**src/rtl/iter_div_pkg.sv**
```systemverilog
// Shared types for the execute-stage integer divider: operand width,
// iteration count and the RV32M divide opcode encoding (funct3[1:0]).
package iter_div_pkg;

    localparam int XLEN_WIDTH     = 32;
    localparam int DIV_ITERATIONS = XLEN_WIDTH;

    typedef logic [XLEN_WIDTH-1:0] xlen_data_t;

    typedef enum logic [1:0] {
        DIV  = 2'b00,
        DIVU = 2'b01,
        REM  = 2'b10,
        REMU = 2'b11
    } div_op_t;

endpackage

```
**src/rtl/iter_div.sv**
```systemverilog
// Iterative radix-2 restoring divider for DIV/DIVU/REM/REMU; one operation in
// flight, operands latched as magnitudes and signs restored in FIXUP.
//
// state  | meaning
// IDLE   | ready_o high, waiting for req_i
// CALC   | one quotient bit per cycle, DIV_ITERATIONS cycles
// FIXUP  | sign correction and result select, early_wake_up_o high
// DONE   | result_valid_o high for one non-stalled cycle
module iter_div
    import iter_div_pkg::*;
#(
    parameter int XLEN_WIDTH = iter_div_pkg::XLEN_WIDTH
) (
    input  logic                  clk_i,
    input  logic                  rst_i,
    input  logic                  stall_i,
    input  logic [XLEN_WIDTH-1:0] a_i,
    input  logic [XLEN_WIDTH-1:0] b_i,
    input  logic                  req_i,
    input  logic                  kill_i,
    input  logic [1:0]            operation_sel_i,
    output logic [XLEN_WIDTH-1:0] div_result_o,
    output logic                  ready_o,
    output logic                  result_valid_o,
    output logic                  early_wake_up_o
);

    localparam int W     = XLEN_WIDTH;
    localparam int CNT_W = $clog2(W);
    localparam logic [W-1:0]     INT_MIN  = {1'b1, {(W-1){1'b0}}};
    localparam logic [CNT_W-1:0] CNT_LAST = CNT_W'(W - 1);

    typedef enum logic [1:0] {
        S_IDLE,
        S_CALC,
        S_FIXUP,
        S_DONE
    } state_t;

    state_t           state_q;
    logic [CNT_W-1:0] cnt_q;
    div_op_t          op_q;
    logic             a_neg_q;
    logic             b_neg_q;
    logic [W-1:0]     dvd_q;      // dividend in, quotient out
    logic [W-1:0]     dvs_q;
    logic [W:0]       rem_q;
    logic [W-1:0]     result_q;

    logic         signed_op;
    logic         a_neg;
    logic         b_neg;
    logic [W-1:0] a_mag;
    logic [W-1:0] b_mag;
    logic         div_by_zero;
    logic         overflow;
    logic [W:0]   rem_shift;
    logic         rem_ge;
    logic [W-1:0] fix_quot;
    logic [W-1:0] fix_rem;

    assign signed_op   = ~operation_sel_i[0];
    assign a_neg       = a_i[W-1] & signed_op;
    assign b_neg       = b_i[W-1] & signed_op;
    assign a_mag       = a_neg ? (~a_i + 1'b1) : a_i;
    assign b_mag       = b_neg ? (~b_i + 1'b1) : b_i;
    assign div_by_zero = (b_i == '0);
    assign overflow    = signed_op && (a_i == INT_MIN) && (b_i == '1);

    assign rem_shift = {rem_q[W-1:0], dvd_q[W-1]};
    assign rem_ge    = (rem_shift >= {1'b0, dvs_q});

    assign fix_quot = (a_neg_q ^ b_neg_q) ? (~dvd_q + 1'b1) : dvd_q;
    assign fix_rem  = a_neg_q ? (~rem_q[W-1:0] + 1'b1) : rem_q[W-1:0];

    always_ff @(posedge clk_i or negedge rst_i) begin
        if (!rst_i) begin
            state_q  <= S_IDLE;
            cnt_q    <= '0;
            op_q     <= DIV;
            a_neg_q  <= 1'b0;
            b_neg_q  <= 1'b0;
            dvd_q    <= '0;
            dvs_q    <= '0;
            rem_q    <= '0;
            result_q <= '0;
        end else if (kill_i) begin
            state_q <= S_IDLE;
        end else if (!stall_i) begin
            case (state_q)
                S_IDLE: begin
                    if (req_i) begin
                        op_q  <= div_op_t'(operation_sel_i);
                        cnt_q <= '0;
                        // Special results are stored final, so sign fixup is disabled.
                        if (div_by_zero) begin
                            a_neg_q <= 1'b0;
                            b_neg_q <= 1'b0;
                            dvd_q   <= '1;
                            rem_q   <= {1'b0, a_i};
                            state_q <= S_FIXUP;
                        end else if (overflow) begin
                            a_neg_q <= 1'b0;
                            b_neg_q <= 1'b0;
                            dvd_q   <= INT_MIN;
                            rem_q   <= '0;
                            state_q <= S_FIXUP;
                        end else begin
                            a_neg_q <= a_neg;
                            b_neg_q <= b_neg;
                            dvd_q   <= a_mag;
                            dvs_q   <= b_mag;
                            rem_q   <= '0;
                            state_q <= S_CALC;
                        end
                    end
                end
                S_CALC: begin
                    rem_q <= rem_ge ? (rem_shift - {1'b0, dvs_q}) : rem_shift;
                    dvd_q <= {dvd_q[W-2:0], rem_ge};
                    cnt_q <= cnt_q + 1'b1;
                    if (cnt_q == CNT_LAST) begin
                        state_q <= S_FIXUP;
                    end
                end
                S_FIXUP: begin
                    result_q <= op_q[1] ? fix_rem : fix_quot;
                    state_q  <= S_DONE;
                end
                S_DONE: begin
                    state_q <= S_IDLE;
                end
                default: state_q <= S_IDLE;
            endcase
        end
    end

    assign div_result_o    = result_q;
    assign ready_o         = (state_q == S_IDLE);
    assign early_wake_up_o = (state_q == S_FIXUP);
    assign result_valid_o  = (state_q == S_DONE);

endmodule

```
**config.mk**
```make
export PLATFORM = sky130hd
export DESIGN_NAME = iter_div
export DESIGN_NICKNAME = d
export VERILOG_FILES = /design/src/rtl/iter_div_pkg.sv /design/src/rtl/iter_div.sv
export SDC_FILE = /design/constraint.sdc
export NUM_CORES = 1
export LEC_CHECK = 0
export ABC_CLOCK_PERIOD_IN_PS = 6500
export CAP_MARGIN = 10
export CORE_MARGIN = 1
export CORE_UTILIZATION = 52
export CTS_CLUSTER_SIZE = 20
export DETAILED_ROUTE_END_ITERATION = 8
export GPL_ROUTABILITY_DRIVEN = 0
export MAX_ROUTING_LAYER = met4
export PLACE_DENSITY = 0.79
export SYNTH_ARGS = -nofsm -noshare
export SYNTH_HDL_FRONTEND = slang
export SYNTH_SLANG_ARGS = --single-unit
export TNS_END_PERCENT = 20
```
**constraint.sdc**
```tcl
create_clock -name clk_i -period 6.5 [get_ports clk_i]
set_input_delay 1.95 -clock clk_i [delete_from_list [all_inputs] [get_ports clk_i]]
set_output_delay 1.95 -clock clk_i [all_outputs]
set_load 0.03 [all_outputs]
```
Word level (Yosys, flattened, before mapping)
Index checks and enable logic that the tools add are counted.
{ "totals": {"register_bits": 139, "inputBits": 71, "output_inout_bits": 35} }
{ "op_classes": {"add_sub_neg": 6, "magnitude_cmp": 1, "eq_ne": 10, "mux": 26, "n_bitwise": 12, "n_reduce_logical": 10} }
{ "op_table": {"columns": ["op", "n"], "rows": [
  ["$mux W32", 11],
  ["$add A32 B1 Y32 const B", 4],
  ["$not A32 Y32", 4],
  ["$pmux W32 S2", 2],
  ["$eq A32 B32 Y1 const B", 2],
  ["$ge A33 B32 Y1", 1],
  ["$logic_not A32 Y1", 1],
  ["$sub A32 B32 Y32", 1],
  ["$mux W2", 6],
  ["$pmux W5 S2", 1],
  ["$pmux W2 S4", 1],
  ["$reduce_and A4 Y1", 2],
  ["$ne A3 B3 Y1 const B", 2],
  ["$reduce_and A3 Y1", 2],
  ["$reduce_and A6 Y1", 1],
  ["$add A5 B1 Y5 const B", 1],
  ["$eq A5 B5 Y1 const B", 1],
  ["$mux W5", 1],
  ["$not A1 Y1", 5],
  ["$eq A2 B2 Y1 const B", 2],
  ["$mux W1", 4],
  ["$and A1 B1 Y1", 2],
  ["$eq A2 B1 Y1 const B", 1],
  ["$logic_and A1 B1 Y1", 2],
  ["5 further kinds", 5]
]} }

Longest topological paths before layout
{ "logic_depth": {"depth_word": 9, "depth_mapped": 13} }

Worst setup path after synthesis
No wires, ideal clock.
{ "synth_path": {"path_type": "input to register", "start": "in a_i[6]", "end": "reg dvs_q[17]", "t_arrival_ns": 4.069, "required_ns": 6.363, "path_slack_ns": 2.294, "cell_stages": 10, "n_path_buf": 2, "cell_sequence": "or4_1 > nor3_2 > nand4_1 > nor3_2 > and4b_1 > nor3_1 > buf_2 > clkbuf_1 > nor2_1 > a21oi_1"} }
{ "synth_via": {"elab_chain_cells": 5} }
{ "synth_lines": {"columns": ["element", "line_no", "source"], "rows": [
  ["start: declaration", "iter_div.sv:17", "input logic [XLEN_WIDTH-1:0] a_i,"],
  ["$eq A32 B32 Y1", "iter_div.sv:68", "assign overflow = signed_op && (a_i == INT_MIN) && (b_i == '1);"],
  ["$logic_and A1 B1 Y1 (2 in a row)", "iter_div.sv:68", null],
  ["$not A1 Y1 (no line)", null, null],
  ["$reduce_and A6 Y1 (no line)", null, null],
  ["end signal: assignment", "iter_div.sv:112", "dvs_q <= b_mag;"],
  ["end: declaration", "iter_div.sv:46", "logic [W-1:0] dvs_q;"]
]} }
Every way passes these cells.
A chain may end at the register's enable or synchronous reset.

Worst setup path after layout
{ "layout_path": {"start": "in b_i[2]", "end": "reg rem_q[1]"} }
{ "layout_via": {"elab_chain_cells": 4} }
{ "layout_lines": {"columns": ["element", "line_no", "source"], "rows": [
  ["start: declaration", "iter_div.sv:18", "input logic [XLEN_WIDTH-1:0] b_i,"],
  ["$logic_not A32 Y1", "iter_div.sv:67", "assign div_by_zero = (b_i == '0);"],
  ["$mux W32", "iter_div.sv:96", "if (div_by_zero) begin"],
  ["$mux W32", "iter_div.sv:92", "if (req_i) begin"],
  ["$pmux W32 S2", "iter_div.sv:90", "case (state_q)"],
  ["end signal: assignment", "iter_div.sv:100", "rem_q <= {1'b0, a_i};"],
  ["end signal: assignment", "iter_div.sv:119", "rem_q <= rem_ge ? (rem_shift - {1'b0, dvs_q}) : rem_shift;"],
  ["end: declaration", "iter_div.sv:47", "logic [W:0] rem_q;"]
]} }
Every way passes these cells. The select of a mux whose other input is x is not followed.

==> results.md <==
- Die Ht: 145 um
- Hold Path Class: register to register
- Largest net degree at the start of global routing: 104
- TNS Setup: 0 ps
- Leak Pwr: 5.28 nW
- Main synth FF type: dfrtp_1
- Sw frac: 44.4%
- Post-Synthesis Cells: 1,352
- IO Count: 106
- Crit. End Element: register
- Clock sink count: 138
- NetSw: 2.22 mW
- Unrepaired setup endpoints after global routing: false
- Die Wd: 145 um
- Clock Tree Buf Depth: 2
- Ranking of synthesized cells by area: dfrtp_1 (32%), o21ai_0 (8.2%), nand2_1 (6.6%), xor2_1 (6.2%), xnor2_1 (5.3%)
- Clock Pin Slew Worst Setup and Hold Paths: 60 ps
- Cell Area, Placed: 0.0119 mm^2
- H-tree lvl count: 4
- Fin crit share: 79.1%
- Cts bufs inserted: 17
- CTS root buffer: clkbuf_16
- Vias in the first global route: 9,572
- Core ar.: 0.0202 mm^2
- CTS tree: built
- Slew at the pin closest to its max-slew limit: 1100 ps
- Number of hold violations in the final report: 0
- Endpoints failing setup: 0
- Yosys top cell by area: dfrtp_1
- Critical path type: input port to register
- DRC: 0
- Internal: 2.79 mW
- Status: completed
- Via count: 10,200
- Register share of total power: 30.4%
- Worst vdd ir: 0.200 mV
- Post-synthesis sequential area ratio: 32.3%
- Total GRT Usage: 29.7%
- Non-Filler Instances: 1,700
- GR Overflow Total: 0
- Startpoint types: input port
- # nets final: 1,533
- DRT Pass-1 Iters: 7
- Yosys warnings: 0
- Max FO, Critical Path: 16
- Avg Inst Size Synth: 7.90 um^2
- Routed len/inst: 17.3 um
- Synth unique cells: 69
- Post-synth top area share: 32.3%
- Initial DRC count: 976
- Fin crit period: 5140 ps
- Mapped Area: 0.0107 mm^2
- Asr flop ratio synth: 100%
- PnR worst setup slack: 1360 ps
- WHS: 475 ps
- Max Cap Viol: 0
- CP Data Arrival Time: 5490 ps
- Syn nets: 1,467
- EDFF count, synth: 0
- Comb power frac: 51.0%
- Rel. slew slack: 24.8%
- Post-CTS Setup Bufs: 0
- Post-Layout Inst Area: 0.0125 mm^2
- Latest clock arrival within the worst-skew pair: 430 ps
- Max Slew Vio Count: 0
- CTS resizes: 0
- Worst Skew: 6.88 ps
- Clock Power Share: 18.7%
- Syn-to-layout area delta: 16.8%
- Initial core utilization: 52.9%
- Post-CTS Hold Buffers: 0
- Row count: 52
- Power density over cell area: 401 mW/mm^2
- Count of state elements after synthesis: 138
- Pre-CTS setup slack: 963 ps
- DIE AREA: 0.0211 mm^2
- Drt total wl: 29.4 mm
- Placed Instances: 1,669
- Share of cells above drive strength 1: 5.38%
- Max frequency: 194 MHz
- Detail Placement HPWL: 22.2 mm
- Post-DRT Antenna Nets: 0
- Final antenna diode count: 0
- Worst Path Required: 6840 ps
- First-pass GRT wire length: 49.1 mm
- PortBufs: 105
- Vias/cell: 6.02
- Initial antenna violation count: 0
==> cells in the final DEF (no fill, tap or decap), types with 20 or more instances in the layout <==
| cell | n |
|---|---|
| nand2_1 | 187 |
| o21ai_0 | 175 |
| dfrtp_1 | 138 |
| a21oi_1 | 110 |
| clkdlybuf4s50_1 | 104 |
| nor2_1 | 91 |
| xor2_1 | 76 |
| inv_1 | 66 |
| xnor2_1 | 65 |
| ha_1 | 43 |
| nor3_1 | 27 |
| o31ai_1 | 23 |
| a31oi_1 | 22 |
| a221oi_1 | 21 |
| nand3_1 | 20 |
==> cells in the mapped netlist, types with 14 or more instances <==
cell type,number
and3_1,15
nor2_1,92
a221oi_1,21
a21oi_1,110
xor2_1,76
xnor2_1,65
ha_1,43
a21o_1,15
inv_1,66
nor3_1,28
a31oi_1,22
clkbuf_1,61
o21ai_0,175
dfrtp_1,138
o31ai_1,23
nand4_1,14
nand3_1,20
nand2_1,188
==> power by group through the flow <==
stage | clock network [mW] | logic [mW] | registers [mW]
CTS | 0.940 | 2.52 | 1.50
finish | 0.935 | 2.55 | 1.52
global route | 0.975 | 2.82 | 1.55
detailed placement | 0 | 2.50 | 1.52
global placement | 0 | 2.45 | 1.50
floorplan | 0 | 1.70 | 1.54
==> through the flow <==
| step | util (%) | power [mW] |
|---|---|---|
| floorplan | - | 3.25 |
| finish | 61.8 | 5.00 |
| detailed placement | 59.0 | 4.01 |
| CTS | 61.8 | 4.96 |
| global placement | 59.0 | 3.94 |
| global route | 61.8 | 5.35 |
==> flip-flops by register name, indices dropped and copies added, names as in the netlist <==
register,flops
a_neg_q,1
b_neg_q,1
cnt_q,5
div_result_o,32
dvd_q,32
dvs_q,32
op_q,1
rem_q,32
state_q,2
==> cells by family after synthesis <==
kind of cell               Yosys count  synth area share [%]
xor gates and xnor gates           141                  11.6
muxes                               14                  1.39
DFF                                138                  32.3
adders and majority gates           44                  5.23
buffers and inverters              139                  4.98
AOI/OAI and AO/OA                  443                  25.2
and+or+nand+nor                    433                  19.2
==> path summary, 6_finish.rpt <==
check / start / end / slack (ps) / cells after the start
min in group asynchronous: rst_i / div_result_o[5] / 1630 / 1
max in group asynchronous: rst_i / rem_q[31] / 3840 / 2
max reg2reg: rem_q[15] / rem_q[31] / 2440 / 10
min: div_result_o[6] / div_result_o[6] / 480 / 2
min reg2reg: div_result_o[6] / div_result_o[6] / 480 / 2
max: b_i[2] / rem_q[1] / 1360 / 11
==> worst max-delay path, stage by stage <==
cell and delay, ps:
clkdlybuf4s50_1 520, nor4_1 390, nand2_1 170, nor3_2 410, nand4_1 200, or4_1 750
nor2_2 400, buf_4 290, a21oi_1 100, o211ai_1 120, a21boi_0 180
==> cell type report <==
cell class	count	area, um^2
Tap cell	270	338
Inverter	66	248
Clock inverter	7	65.1
Fill cell	1774	7700
Multi-Input combinational cell	1075	6700
Sequential cell	138	3450
Timing Repair Buffer	120	1160
Clock buffer	24	502
==> metal layers <==
metal,wire length [um],global-route usage (%),up-vias
met4,930,11.6,0
met2,13200,44.6,431
met3,1990,4.62,82
met5,0,-,-
met1,13300,40.3,4728
li1,-,-,5000
Note: power is estimated with default switching activity, not from simulation.
